===== config.mk =====
export PLATFORM = sky130hd
export DESIGN_NAME = vga_pattern_core
export DESIGN_NICKNAME = d
export VERILOG_FILES = /design/src/rtl/vga_pattern_core.sv
export SDC_FILE = /design/constraint.sdc
export NUM_CORES = 1
export LEC_CHECK = 0
export ABC_AREA = 1
export CAP_MARGIN = 5
export CORE_MARGIN = 2
export CORE_UTILIZATION = 50
export CTS_BUF_LIST = sky130_fd_sc_hd__clkbuf_8 sky130_fd_sc_hd__clkbuf_16
export DETAILED_ROUTE_END_ITERATION = 8
export GPL_TIMING_DRIVEN = 0
export PLACE_DENSITY = 0.83
export REMOVE_ABC_BUFFERS = 1
export SETUP_SLACK_MARGIN = 0.15
export SKIP_CTS_REPAIR_TIMING = 1
export SYNTH_ARGS = -nofsm -noshare
export SYNTH_HDL_FRONTEND = slang
export SYNTH_SLANG_ARGS = --single-unit
export TNS_END_PERCENT = 100

===== constraint.sdc =====
create_clock -name clk -period 3.3 [get_ports clk]
set_input_delay 0.825 -clock clk [delete_from_list [all_inputs] [get_ports clk]]
set_output_delay 0.825 -clock clk [all_outputs]
set_load 0.01 [all_outputs]

===== src/rtl/vga_pattern_core.sv =====
// vga_pattern_core
//   Free-running VGA timing generator with four built-in test patterns.
//   Line layout: sync, back porch, active, front porch (same order vertically).
//   Every output is registered one clock after the counter state it describes.
//
// Ports
//   clk          in   pixel clock
//   rst_n        in   asynchronous active-low reset
//   mode         in   pattern select: 0 bars, 1 grid, 2 solid, 3 checker
//   solid_rgb    in   {R,G,B} colour used by mode 2
//   R, G, B      out  pixel colour (zero outside the active area)
//   HSYNC, VSYNC out  sync outputs, active level = SYNC_POL
//   de           out  data enable, high on active pixels
//   pixel_x/y    out  coordinate of the pixel on R/G/B (zero outside active)
//   frame_start  out  one-clock pulse on the first clock of each frame
module vga_pattern_core #(
  parameter int H_DISP   = 800,
  parameter int H_FP     = 40,
  parameter int H_SYNC   = 128,
  parameter int H_BP     = 88,
  parameter int V_DISP   = 600,
  parameter int V_FP     = 1,
  parameter int V_SYNC   = 4,
  parameter int V_BP     = 23,
  parameter int R_W      = 5,
  parameter int G_W      = 6,
  parameter int B_W      = 5,
  parameter int SYNC_POL = 0,
  localparam int PW      = R_W + G_W + B_W
) (
  input  logic          clk,
  input  logic          rst_n,
  input  logic [1:0]    mode,
  input  logic [PW-1:0] solid_rgb,
  output logic [R_W-1:0] R,
  output logic [G_W-1:0] G,
  output logic [B_W-1:0] B,
  output logic          HSYNC,
  output logic          VSYNC,
  output logic          de,
  output logic [10:0]   pixel_x,
  output logic [10:0]   pixel_y,
  output logic          frame_start
);

  localparam int H_TOTAL = H_SYNC + H_BP + H_DISP + H_FP;
  localparam int V_TOTAL = V_SYNC + V_BP + V_DISP + V_FP;
  localparam int H_ACT_S = H_SYNC + H_BP;
  localparam int H_ACT_E = H_ACT_S + H_DISP;
  localparam int V_ACT_S = V_SYNC + V_BP;
  localparam int V_ACT_E = V_ACT_S + V_DISP;
  // Bar width; guarded so a display narrower than 8 pixels cannot divide by 0.
  localparam int BW      = (H_DISP >= 8) ? (H_DISP / 8) : 1;
  localparam logic POL   = (SYNC_POL != 0);

  logic [10:0]   h_cnt;
  logic [10:0]   v_cnt;
  logic [1:0]    mode_lat;
  logic [PW-1:0] solid_lat;

  logic          h_wrap;
  logic          v_wrap;
  logic          h_active;
  logic          v_active;
  logic          active;
  logic [10:0]   x;
  logic [10:0]   y;
  logic [10:0]   bar_q;
  logic [2:0]    bar;
  logic [PW-1:0] rgb_next;

  assign h_wrap = (h_cnt == 11'(H_TOTAL - 1));
  assign v_wrap = (v_cnt == 11'(V_TOTAL - 1));

  // 12-bit compares so a total of exactly 2048 still works at the upper bound.
  assign h_active = ({1'b0, h_cnt} >= 12'(H_ACT_S)) && ({1'b0, h_cnt} < 12'(H_ACT_E));
  assign v_active = ({1'b0, v_cnt} >= 12'(V_ACT_S)) && ({1'b0, v_cnt} < 12'(V_ACT_E));
  assign active   = h_active && v_active;

  assign x = h_cnt - 11'(H_ACT_S);
  assign y = v_cnt - 11'(V_ACT_S);

  // Remainder pixels past 8*BW are folded into the last bar.
  assign bar_q = x / 11'(BW);
  assign bar   = (bar_q > 11'd7) ? 3'd7 : bar_q[2:0];

  // Counters and the per-frame latch of the pattern controls.
  always_ff @(posedge clk or negedge rst_n) begin
    if (!rst_n) begin
      h_cnt     <= '0;
      v_cnt     <= '0;
      mode_lat  <= '0;
      solid_lat <= '0;
    end else begin
      if (h_cnt == 11'd0 && v_cnt == 11'd0) begin
        mode_lat  <= mode;
        solid_lat <= solid_rgb;
      end
      if (h_wrap) begin
        h_cnt <= '0;
        v_cnt <= v_wrap ? 11'd0 : v_cnt + 11'd1;
      end else begin
        h_cnt <= h_cnt + 11'd1;
      end
    end
  end

  // Bar colours follow the classic order white, yellow, cyan, green, magenta,
  // red, blue, black: R is off for bars 2,3,6,7 (bit1), G for 4..7 (bit2),
  // B for odd bars (bit0).
  always_comb begin
    rgb_next = '0;
    if (active) begin
      case (mode_lat)
        2'd0: rgb_next = {{R_W{~bar[1]}}, {G_W{~bar[2]}}, {B_W{~bar[0]}}};
        2'd1: if (x[4:0] == 5'd0 || y[4:0] == 5'd0 ||
                  x == 11'(H_DISP - 1) || y == 11'(V_DISP - 1))
                rgb_next = '1;
        2'd2: rgb_next = solid_lat;
        default: if (x[4] ^ y[4]) rgb_next = '1;
      endcase
    end
  end

  always_ff @(posedge clk or negedge rst_n) begin
    if (!rst_n) begin
      R           <= '0;
      G           <= '0;
      B           <= '0;
      HSYNC       <= ~POL;
      VSYNC       <= ~POL;
      de          <= 1'b0;
      pixel_x     <= '0;
      pixel_y     <= '0;
      frame_start <= 1'b0;
    end else begin
      R           <= rgb_next[PW-1 -: R_W];
      G           <= rgb_next[B_W +: G_W];
      B           <= rgb_next[B_W-1:0];
      HSYNC       <= ({1'b0, h_cnt} < 12'(H_SYNC)) ? POL : ~POL;
      VSYNC       <= ({1'b0, v_cnt} < 12'(V_SYNC)) ? POL : ~POL;
      de          <= active;
      pixel_x     <= active ? x : 11'd0;
      pixel_y     <= active ? y : 11'd0;
      frame_start <= (h_cnt == 11'd0) && (v_cnt == 11'd0);
    end
  end

endmodule


==> flow_metrics.py, run 1 <==
metrics = {
    "clock_network": {
        "path_clk_slew_ns": 0.10,
        "cts_tree": "yes",
        "htree_levels": 3,
        "clock_latency_ns": 0.37,
        "numCtsBuffers": 9,
        "cts_max_path_buffers": 2,
        "clock-root-buffer": "clkbuf_8",
        "clkSinkCount": 82,
    },
    "logic_synthesis": {
        "synth_largest_area_cell": "dfrtp_1",
        "async_reset_ff_frac": 1.000,
        "synth_edf_count": 0,
        "yosysWarningCount": 0,
        "syn_area_um2": 4537,
        "synth_compound_area_frac": 0.08991,
        "synth-seq-cells": 82,
        "yosys.area_share.adder": 0.02206,
        "synth_top_family_by_area": "simple AND/OR/NAND/NOR gates",
        "synth.distinct_cells": 43,
        "synth_area_per_cell_um2": 8.160,
        "postSynthCellCount": 556,
        "muxShareOfSynthArea": 0,
        "seq_area_frac_synth": 0.4528,
        "synth_top_cell_area_share": 0.4413,
        "netlist_top_cells_area": "dfrtp_1 44%, nand2_1 9.7%, nor2_1 5.8%, inv_1 5.0%, nand2_2 3.3%",
        "synth_flop_cell": "dfrtp_1",
        "synth_xor_area_frac": 0.03282,
        "synth_simple_gate_area_frac": 0.3315,
    },
    "detailed_routing": {
        "drtIter0Drc": 322,
        "wl_per_cell_um": 15.35,
        "routed_wl_mm": 11.53,
        "dr.pass1.iters": 4,
        "dr_total_vias": 4151,
        "postRouteAntennaNets": 0,
        "drt_drc_violations_left": 0,
        "via_per_inst": 5.527,
    },
    "die": {
        "start_util": 0.5177,
        "core_area_um2": 8763,
        "rows": 34,
        "chipWidth_um": 99.26,
        "dieHeight_um": 99.26,
        "io_pins": 62,
        "dieArea_um2": 9852,
    },
    "power_and_ir_drop": {
        "power_uw": 1811,
        "power_density_nw_per_um2": 312.6,
        "p_leak_uw": 0.002827,
        "ir_worst_vdd_mv": 0.2475,
    },
    "run_status": {
        "status": "finished with violations",
        "violations": "setup timing",
    },
    "global_route": {
        "grt_pass1_wl_mm": 17.94,
        "grt_usage": 0.2255,
        "grt_max_degree": 75,
        "grt_pass1_vias": 3845,
        "grt-ovfl-total": 0,
        "antenna_found_initial": 0,
    },
    "sta": {
        "slew_headroom": 0.4801,
        "worstMarginPinSlew_ns": 0.7790,
        "fin_crit_ns": 3.549,
        "max_freq_mhz": 281.8,
        "finalCritPeriodShare": 1.075,
        "slew_viol_final": 0,
        "rsz0062_at_grt": "true",
        "hold_viol_final": 0,
        "finalSetupViolCount": 10,
        "finalWorstSetupSlack_ns": -0.2485,
        "clock_skew_ns": 0.01215,
    },
    "setup_path": {
        "crit_fanout": 6,
        "cp.required_ns": 3.59,
        "regToRegSetupSlack_ns": -0.25,
        "crit_path_end_kind": "flip-flop",
        "worstPathCellList": "ha_4 -> inv_4 -> nand2_1 -> nand2_2 -> inv_1 -> nor2_1 -> nand2_1 -> nand3_4 -> nand2_4 -> nand2_4 -> nand2_4 -> nand3_4 -> o211ai_2 -> o21ai_0 -> nand2_2 -> o21ai_0 -> nand2_1 -> nand2_2 -> nand2_1 -> nand2_1 -> inv_2 -> nand3_4 -> nand2_4 -> a21oi_1",
        "timing.critical_path.mode_cell": "nand2_1",
        "cp_data_arrival_time_ns": 3.84,
        "max_stage_delay_ns": 0.49,
        "crit_slowest_cell": "dfrtp_2",
        "crit_type": "flip-flop to flip-flop",
        "start_kind": "flip-flop",
    },
    "final_layout": {
        "final_cell_area_um2": 5792,
        "layout-drive-gt1-share": 0.1991,
        "area_delta_synth_final_pct": 27.66,
        "fin_nets": 666,
        "antenna_cells": 0,
    },
    "placed_design": {
        "numPortBuffers": 61,
        "dpl_cell_area_um2": 5255,
        "hpwl_mm": 7.531,
        "place_congestion": 0.9364,
    },
    "flow_run": {
        "maxCapViolations": 0,
    },
    "min_path": {
        "hold_class": "primary input to async pin",
    },
}
[routing by layer]
| metal | wire (um) | track usage |
|---|---|---|
| met1 | 4536 | 0.2840 |
| met2 | 5864 | 0.3831 |
| met3 | 726 | 0.04849 |
| met4 | 403 | 0.08325 |
| met5 | 0 | 0 |
[final cells by class]
class	instances	area [um2]
Clock buffer	9	123.9
Clock inverter	7	71.32
Fill cell	671	2972
Inverter	71	274.0
Multi-Input combinational cell	391	2336
Sequential cell	82	2058
Tap cell	108	135.1
Timing Repair Buffer	83	793.3
[power by group]
| part | internal [uW] | leakage (uW) | switching, uW |
|---|---|---|---|
| Combinational | 30.4 | 0.00165 | 35.0 |
| Sequential | 1020 | 0.00108 | 8.83 |
| Clock | 295 | 0.0000931 | 426 |
[metrics by stage]
stage	setup slack (ns)	TNS [ns]	util	hold slack [ns]	std cells
2_1_floorplan	0.1992	0	-	0.4322	544
4_1_cts	-0.3871	-2.806	0.6219	0.2735	730
5_1_grt	-0.3996	-2.886	0.6609	0.2731	751
3_5_place_dp	-0.3798	-2.664	0.5997	0.4596	714
6_report	-0.2485	-1.362	0.6609	0.2840	751
3_3_place_gp	-1.362	-110.61	0.5968	0.4572	713
[path summary, 6_finish.rpt]
kind	end	cells after the start	from
min reg2reg	solid_lat[8]	2	solid_lat[8]
min	pixel_y[0]	1	rst_n
min in group clk	solid_lat[8]	2	solid_lat[8]
max in group asynchronous	h_cnt[3]	2	rst_n
max	B[3]	24	h_cnt[4]
max reg2reg	B[3]	24	h_cnt[4]
[logic make-up after synthesis]
kind of cell,Yosys count
compound gates,70
fa+ha+maj,8
simple gates,296
flops,82
buf+inv,83
xor+xnor,17
[sequential cells by signal (all words and copies together), names as in the netlist, 2 cells and up]
register   cells
B              5
G              6
R              5
h_cnt         11
mode_lat       2
pixel_x       11
pixel_y       11
solid_lat     16
v_cnt         11
[cells in the mapped netlist (4+ instances only)]
| cell | number |
|---|---|
| clkbuf_1 | 10 |
| inv_2 | 8 |
| nand3_1 | 28 |
| nor3_1 | 7 |
| inv_1 | 61 |
| nand3_4 | 4 |
| ha_1 | 8 |
| a21oi_1 | 25 |
| o21ai_0 | 25 |
| xor2_1 | 15 |
| nand2_4 | 10 |
| nand2_1 | 117 |
| nand4_1 | 13 |
| nor2_1 | 70 |
| nand2_2 | 24 |
| nand3_2 | 10 |
| dfrtp_1 | 80 |
| o21ai_1 | 6 |
[cell usage in the layout, fill, tap and decap left out, drive strengths merged, types with 2 or more instances in the layout]
master / count
xnor2: 2
dfstp: 2
xor2: 15
o21ai: 32
nand3: 42
o211ai: 2
clkbuf: 9
inv: 74
o22ai: 3
nand4: 13
nor3: 8
ha: 8
dfrtp: 80
nor4: 3
nand3b: 2
clkinvlp: 2
buf: 23
clkdlybuf4s50: 60
a21oi: 26
nor2: 75
nand2: 151
clkinv: 2
[worst max-delay path, delay by kind of cell (launching register included)]
| family | cells | cell delay (ns) |
|---|---|---|
| simple gates | 16 | 1.86 |
| fa+ha+maj | 1 | 0.20 |
| flops | 1 | 0.49 |
| buf+inv | 3 | 0.21 |
| compound gates | 4 | 0.68 |
Power figures use the tool's default switching activity.
==> run 2, diff against run 1 <==
--- a/config.mk
+++ b/config.mk
@@ -7,7 +7,6 @@
 export LEC_CHECK = 0
 export ABC_AREA = 1
 export CAP_MARGIN = 5
-export CORE_MARGIN = 2
 export CORE_UTILIZATION = 50
 export CTS_BUF_LIST = sky130_fd_sc_hd__clkbuf_8 sky130_fd_sc_hd__clkbuf_16
 export DETAILED_ROUTE_END_ITERATION = 8
==> run 2 against run 1 <==
  * The run still ends with setup timing left
  * Via count is 0.82% lower
  * Critical endpoint is now B[4]
  * Sequential cell count stayed put
  * Non-clock buffer count is 7 higher
  * Clock skew hardly changed
  * Critical path depth is 1 higher
==> flow_metrics.py, run 2 (synthesis gave the netlist of run 1 again) <==
metrics = {
    "die": {
        "chipWidth_um": 97.26,
        "dieHeight_um": 97.26,
        "io_pins": 62,
        "dieArea_um2": 9459,
        "rows": 34,
        "core_area_um2": 8763,
        "start_util": 0.5177,
    },
    "sta": {
        "whs_ns": 0.3087,
        "hold_viol_final": 0,
        "finalCritPeriodShare": 1.050,
        "finalWorstSetupSlack_ns": -0.1640,
        "rsz0062_at_grt": "true",
        "max_freq_mhz": 288.7,
        "slew_viol_final": 0,
        "worstMarginPinSlew_ns": 0.7802,
        "fin_crit_ns": 3.464,
        "slew_headroom": 0.4793,
        "clock_skew_ns": 0.01219,
        "finalSetupViolCount": 5,
    },
    "detailed_routing": {
        "dr_total_vias": 4117,
        "via_per_inst": 5.431,
        "postRouteAntennaNets": 0,
        "drtIter0Drc": 312,
        "routed_wl_mm": 11.34,
        "drt_drc_violations_left": 0,
        "wl_per_cell_um": 14.96,
        "dr.pass1.iters": 5,
    },
    "run_status": {
        "status": "finished with violations",
        "violations": "setup timing",
    },
    "final_layout": {
        "antenna_cells": 0,
        "layout-drive-gt1-share": 0.2123,
        "final_cell_mix": "112 x nand2_1, 77 x dfrtp_1, 66 x nor2_1",
        "area_delta_synth_final_pct": 30.31,
        "final_common_cell": "nand2_1",
        "fin_nets": 673,
        "largest_reg_flops": 16,
        "regMostFlops": "solid_lat",
        "fillCellCount": 660,
    },
    "global_route": {
        "use_met3": 0.04388,
        "grtUsageMet2": 0.4047,
        "grt_usage": 0.2359,
        "grt-ovfl-total": 0,
        "grt_pass1_vias": 3985,
        "antenna_found_initial": 0,
        "gr-usage-met1": 0.2976,
        "busiest_layer": "met2",
        "grt_max_degree": 69,
        "grt_pass1_wl_mm": 18.11,
    },
    "setup_path": {
        "cp_data_arrival_time_ns": 3.69,
        "crit_fanout": 6,
        "start_kind": "flip-flop",
        "crit_path_end_kind": "flip-flop",
        "cp.required_ns": 3.52,
        "r2r_cells": 25,
        "crit_type": "flip-flop to flip-flop",
    },
    "placed_design": {
        "numPortBuffers": 61,
        "hpwl_mm": 7.598,
        "dp_slack_ns": -0.4031,
        "place_congestion": 0.8943,
    },
    "min_path": {
        "hold_class": "primary input to async pin",
    },
    "power_and_ir_drop": {
        "ir_worst_vdd_mv": 0.2109,
        "power_density_nw_per_um2": 317.9,
        "p_leak_uw": 0.002870,
    },
    "flow_run": {
        "maxCapViolations": 0,
    },
    "clock_network": {
        "cts_max_path_buffers": 2,
        "clock_latency_ns": 0.36,
        "clock-root-buffer": "clkbuf_8",
        "numCtsBuffers": 9,
        "path_clk_slew_ns": 0.10,
        "cts_tree": "yes",
        "clkSinkCount": 82,
        "htree_levels": 3,
    },
}
==> run 2: cell count changes in the layout (fill, tap and decap cells not counted), sizes merged <==
| cell | previous run | this run |
|---|---|---|
| buf | 23 | 30 |
| bufinv | 0 | 1 |
| clkinvlp | 2 | 1 |
==> run 2: per-stage QoR <==
| step | area, um2 | util | cells | setup TNS (ns) | total power [uW] |
|---|---|---|---|---|---|
| after floorplan | 4484 | - | 544 | 0 | 1057 |
| after global placement | 5230 | 0.5968 | 713 | -116.16 | 1105 |
| after detailed placement | 5255 | 0.5997 | 714 | -2.917 | 1110 |
| after CTS | 5464 | 0.6235 | 730 | -3.362 | 1883 |
| after global routing | 5912 | 0.6746 | 758 | -2.020 | 1947 |
| final | 5912 | 0.6746 | 758 | -0.7917 | 1879 |
==> run 2: worst max-delay path: stages, from the launching register on <==
cell	delay [ns]
dfrtp_2	0.48
ha_4	0.29
inv_6	0.08
nand4_1	0.14
nor2_1	0.18
nand2_1	0.12
nand3_4	0.13
nand3_1	0.14
nand2_4	0.12
nand3_4	0.10
nand2_4	0.11
nand2_4	0.08
nand2_4	0.07
nand2_4	0.06
nor2_4	0.15
nand2_8	0.09
nand3_4	0.10
nand3_4	0.10
o21ai_4	0.22
nand2_2	0.10
nand2_1	0.07
nand2_1	0.06
inv_2	0.07
nand3_2	0.09
nand2_4	0.11
a21oi_1	0.07
==> run 2: power breakdown <==
group          internal, uW  switching [uW]  leakage (uW)
combinational          30.4            34.5       0.00169
sequential             1020            9.31       0.00108
clock                   367             423      0.000106
total                  1410             466       0.00287
==> run 2: final cells by class <==
cell class	count	area, um2	share of cell area
clock inverter	7	85.08	0.01439
multi-input combinational	391	2380	0.4025
tap	108	135.1	0.02286
clock buffer	9	123.9	0.02095
inverter	71	276.5	0.04677
sequential	82	2058	0.3481
timing repair buffer	90	853.3	0.1443
==> run 2: per-layer routing <==
metal,vias to the layer above,share of wire
li1,1969,-
met1,1990,0.41
met2,129,0.52
met3,29,0.050
met4,0,0.025
met5,-,0
==> run 2: final timing paths <==
path                           from         end  slack [ns]
setup reg to reg           h_cnt[4]        B[4]       -0.16
setup / recovery           h_cnt[4]        B[4]       -0.16
min in group clk           h_cnt[0]    h_cnt[0]        0.48
hold reg to reg            h_cnt[0]    h_cnt[0]        0.48
hold / removal                rst_n  pixel_x[6]        0.31
max in group asynchronous     rst_n       VSYNC        2.38
==> run 3, diff against run 2 <==
--- a/config.mk
+++ b/config.mk
@@ -7,11 +7,12 @@
 export LEC_CHECK = 0
 export ABC_AREA = 1
 export CAP_MARGIN = 5
-export CORE_UTILIZATION = 50
+export CELL_PAD_IN_SITES_DETAIL_PLACEMENT = 0
+export CELL_PAD_IN_SITES_GLOBAL_PLACEMENT = 1
+export CORE_UTILIZATION = 37
 export CTS_BUF_LIST = sky130_fd_sc_hd__clkbuf_8 sky130_fd_sc_hd__clkbuf_16
 export DETAILED_ROUTE_END_ITERATION = 8
-export GPL_TIMING_DRIVEN = 0
-export PLACE_DENSITY = 0.83
+export PLACE_DENSITY = 0.82
 export REMOVE_ABC_BUFFERS = 1
 export SETUP_SLACK_MARGIN = 0.15
 export SKIP_CTS_REPAIR_TIMING = 1
==> run 3 against run 2 <==
  * The run still ends with setup timing left
  * Wire length down 3.2%
  * Fmax is 4.2% higher
  * First-iteration DRC count is 42% lower
  * Sequential share of layout area is 0.38 points higher
  * Clock skew is 0.0045 ns lower
  * Die area is 34% higher
  * Sequential power about the same
  * Cell area down 1.2%
==> flow_metrics.py, run 3 (synthesis gave the netlist of run 1 again) <==
metrics = {
    "final_layout": {
        "final_cells": 785,
        "layout-drive-gt1-share": 0.1912,
        "fin_nets": 661,
        "final_common_cell": "nand2_1",
        "final_cell_mix": "113 x nand2_1, 79 x dfrtp_1, 68 x nor2_1",
        "multi_input_area_um2": 2313,
        "regMostFlops": "solid_lat",
        "register_area_um2": 2056,
        "fillCellCount": 1106,
        "area_delta_synth_final_pct": 28.74,
        "fin_util": 0.4883,
        "largest_reg_flops": 16,
        "antenna_cells": 0,
    },
    "detailed_routing": {
        "routed_wl_mm": 10.97,
        "drt_drc_violations_left": 0,
        "dr.pass1.iters": 4,
        "via_per_inst": 5.018,
        "postRouteAntennaNets": 0,
        "drtIter0Drc": 180,
        "wl_per_cell_um": 13.98,
        "dr_total_vias": 3939,
    },
    "die": {
        "dieHeight_um": 112.7,
        "chipWidth_um": 112.7,
        "dieArea_um2": 12710,
        "rows": 40,
        "io_pins": 62,
        "start_util": 0.3793,
        "core_area_um2": 11960,
    },
    "clock_network": {
        "cts_max_path_buffers": 2,
        "clock-root-buffer": "clkbuf_16",
        "cts_tree": "yes",
        "clock_latency_ns": 0.34,
        "htree_levels": 3,
        "clkSinkCount": 82,
        "numCtsBuffers": 9,
        "path_clk_slew_ns": 0.07,
    },
    "setup_path": {
        "max_stage_delay_ns": 0.44,
        "timing.critical_path.mode_cell": "nand2_4",
        "cp.required_ns": 3.50,
        "crit_family": "simple AND/OR/NAND/NOR gates",
        "crit_slowest_cell": "dfrtp_1",
        "crit_fanout": 6,
        "cp_data_arrival_time_ns": 3.52,
        "start_kind": "flip-flop",
        "crit_type": "flip-flop to flip-flop",
        "crit_path_end_kind": "flip-flop",
        "worstPathBufferInverterCount": 3,
    },
    "global_route": {
        "grt-ovfl-total": 0,
        "grt_pass1_vias": 3811,
        "grt_usage": 0.1806,
        "grt_pass1_wl_mm": 18.11,
        "grt_max_degree": 83,
        "antenna_found_initial": 0,
    },
    "placed_design": {
        "hpwl_mm": 7.995,
        "numPortBuffers": 61,
        "place_congestion": 0.9059,
        "dp_slack_ns": -0.04298,
        "dp_cells": 761,
    },
    "min_path": {
        "hold_class": "flip-flop to flip-flop",
    },
    "power_and_ir_drop": {
        "power_density_nw_per_um2": 351.2,
        "p_leak_uw": 0.002847,
        "ir_worst_vdd_mv": 0.2913,
    },
    "run_status": {
        "status": "finished with violations",
        "violations": "setup timing",
    },
    "sta": {
        "slew_viol_final": 0,
        "finalCritPeriodShare": 1.008,
        "fin_crit_ns": 3.326,
        "finalSetupViolCount": 5,
        "max_freq_mhz": 300.7,
        "finalWorstSetupSlack_ns": -0.02586,
        "rsz0062_at_grt": "true",
        "hold_viol_final": 0,
        "clock_skew_ns": 0.007708,
        "slew_headroom": 0.3221,
        "worstMarginPinSlew_ns": 1.017,
    },
    "flow_run": {
        "maxCapViolations": 0,
    },
}
run 3: cell types whose count changed in the layout (fill, tap and decap cells not counted), sizes merged:
cell,before,now
buf,30,18
bufinv,1,0
clkinvlp,1,2
run 3: power by group:
part	internal [uW]	switching [uW]	total (uW)
clock	522	444	965
combinational	27.0	33.4	60.4
sequential	1020	9.61	1030
run 3: area by class of cell:
cell class,count,share of cell area
inverter,71,0.04606
clock buffer,9,0.03856
timing repair buffer,78,0.1260
multi-input combinational,391,0.3961
clock inverter,7,0.009854
sequential,82,0.3520
tap,147,0.03149
run 3: through the flow:
step | cell area, um2 | total power, uW | TNS [ns] | hold WS (ns)
after floorplan | 4484 | 1057 | 0 | 0.4322
after global placement | 5344 | 1105 | 0 | 0.4482
after detailed placement | 5344 | 1106 | -0.1879 | 0.4520
after CTS | 5627 | 2075 | -0.3283 | 0.4608
after global routing | 5841 | 2124 | -1.093 | 0.4902
final | 5841 | 2051 | -0.09476 | 0.4604
run 3: path summary, 6_finish.rpt:
check                                to  slack, ns  cells after the start  startpoint
max                                B[2]      -0.03                     31    h_cnt[4]
min                            h_cnt[0]       0.46                      1    h_cnt[0]
max reg2reg                        B[2]      -0.03                     31    h_cnt[4]
min reg2reg                    h_cnt[0]       0.46                      1    h_cnt[0]
max in group asynchronous      h_cnt[6]       1.93                      1       rst_n
min in group asynchronous  solid_lat[4]       0.64                      1       rst_n
run 3: routing by layer:
metal	global-route usage	wire length (um)	up-vias	share of wire
met2	0.3025	5439	83	0.50
met1	0.2326	4846	1890	0.44
met4	0.07200	286	0	0.026
met3	0.03160	399	22	0.036
li1	-	-	1944	-
met5	0	0	-	0
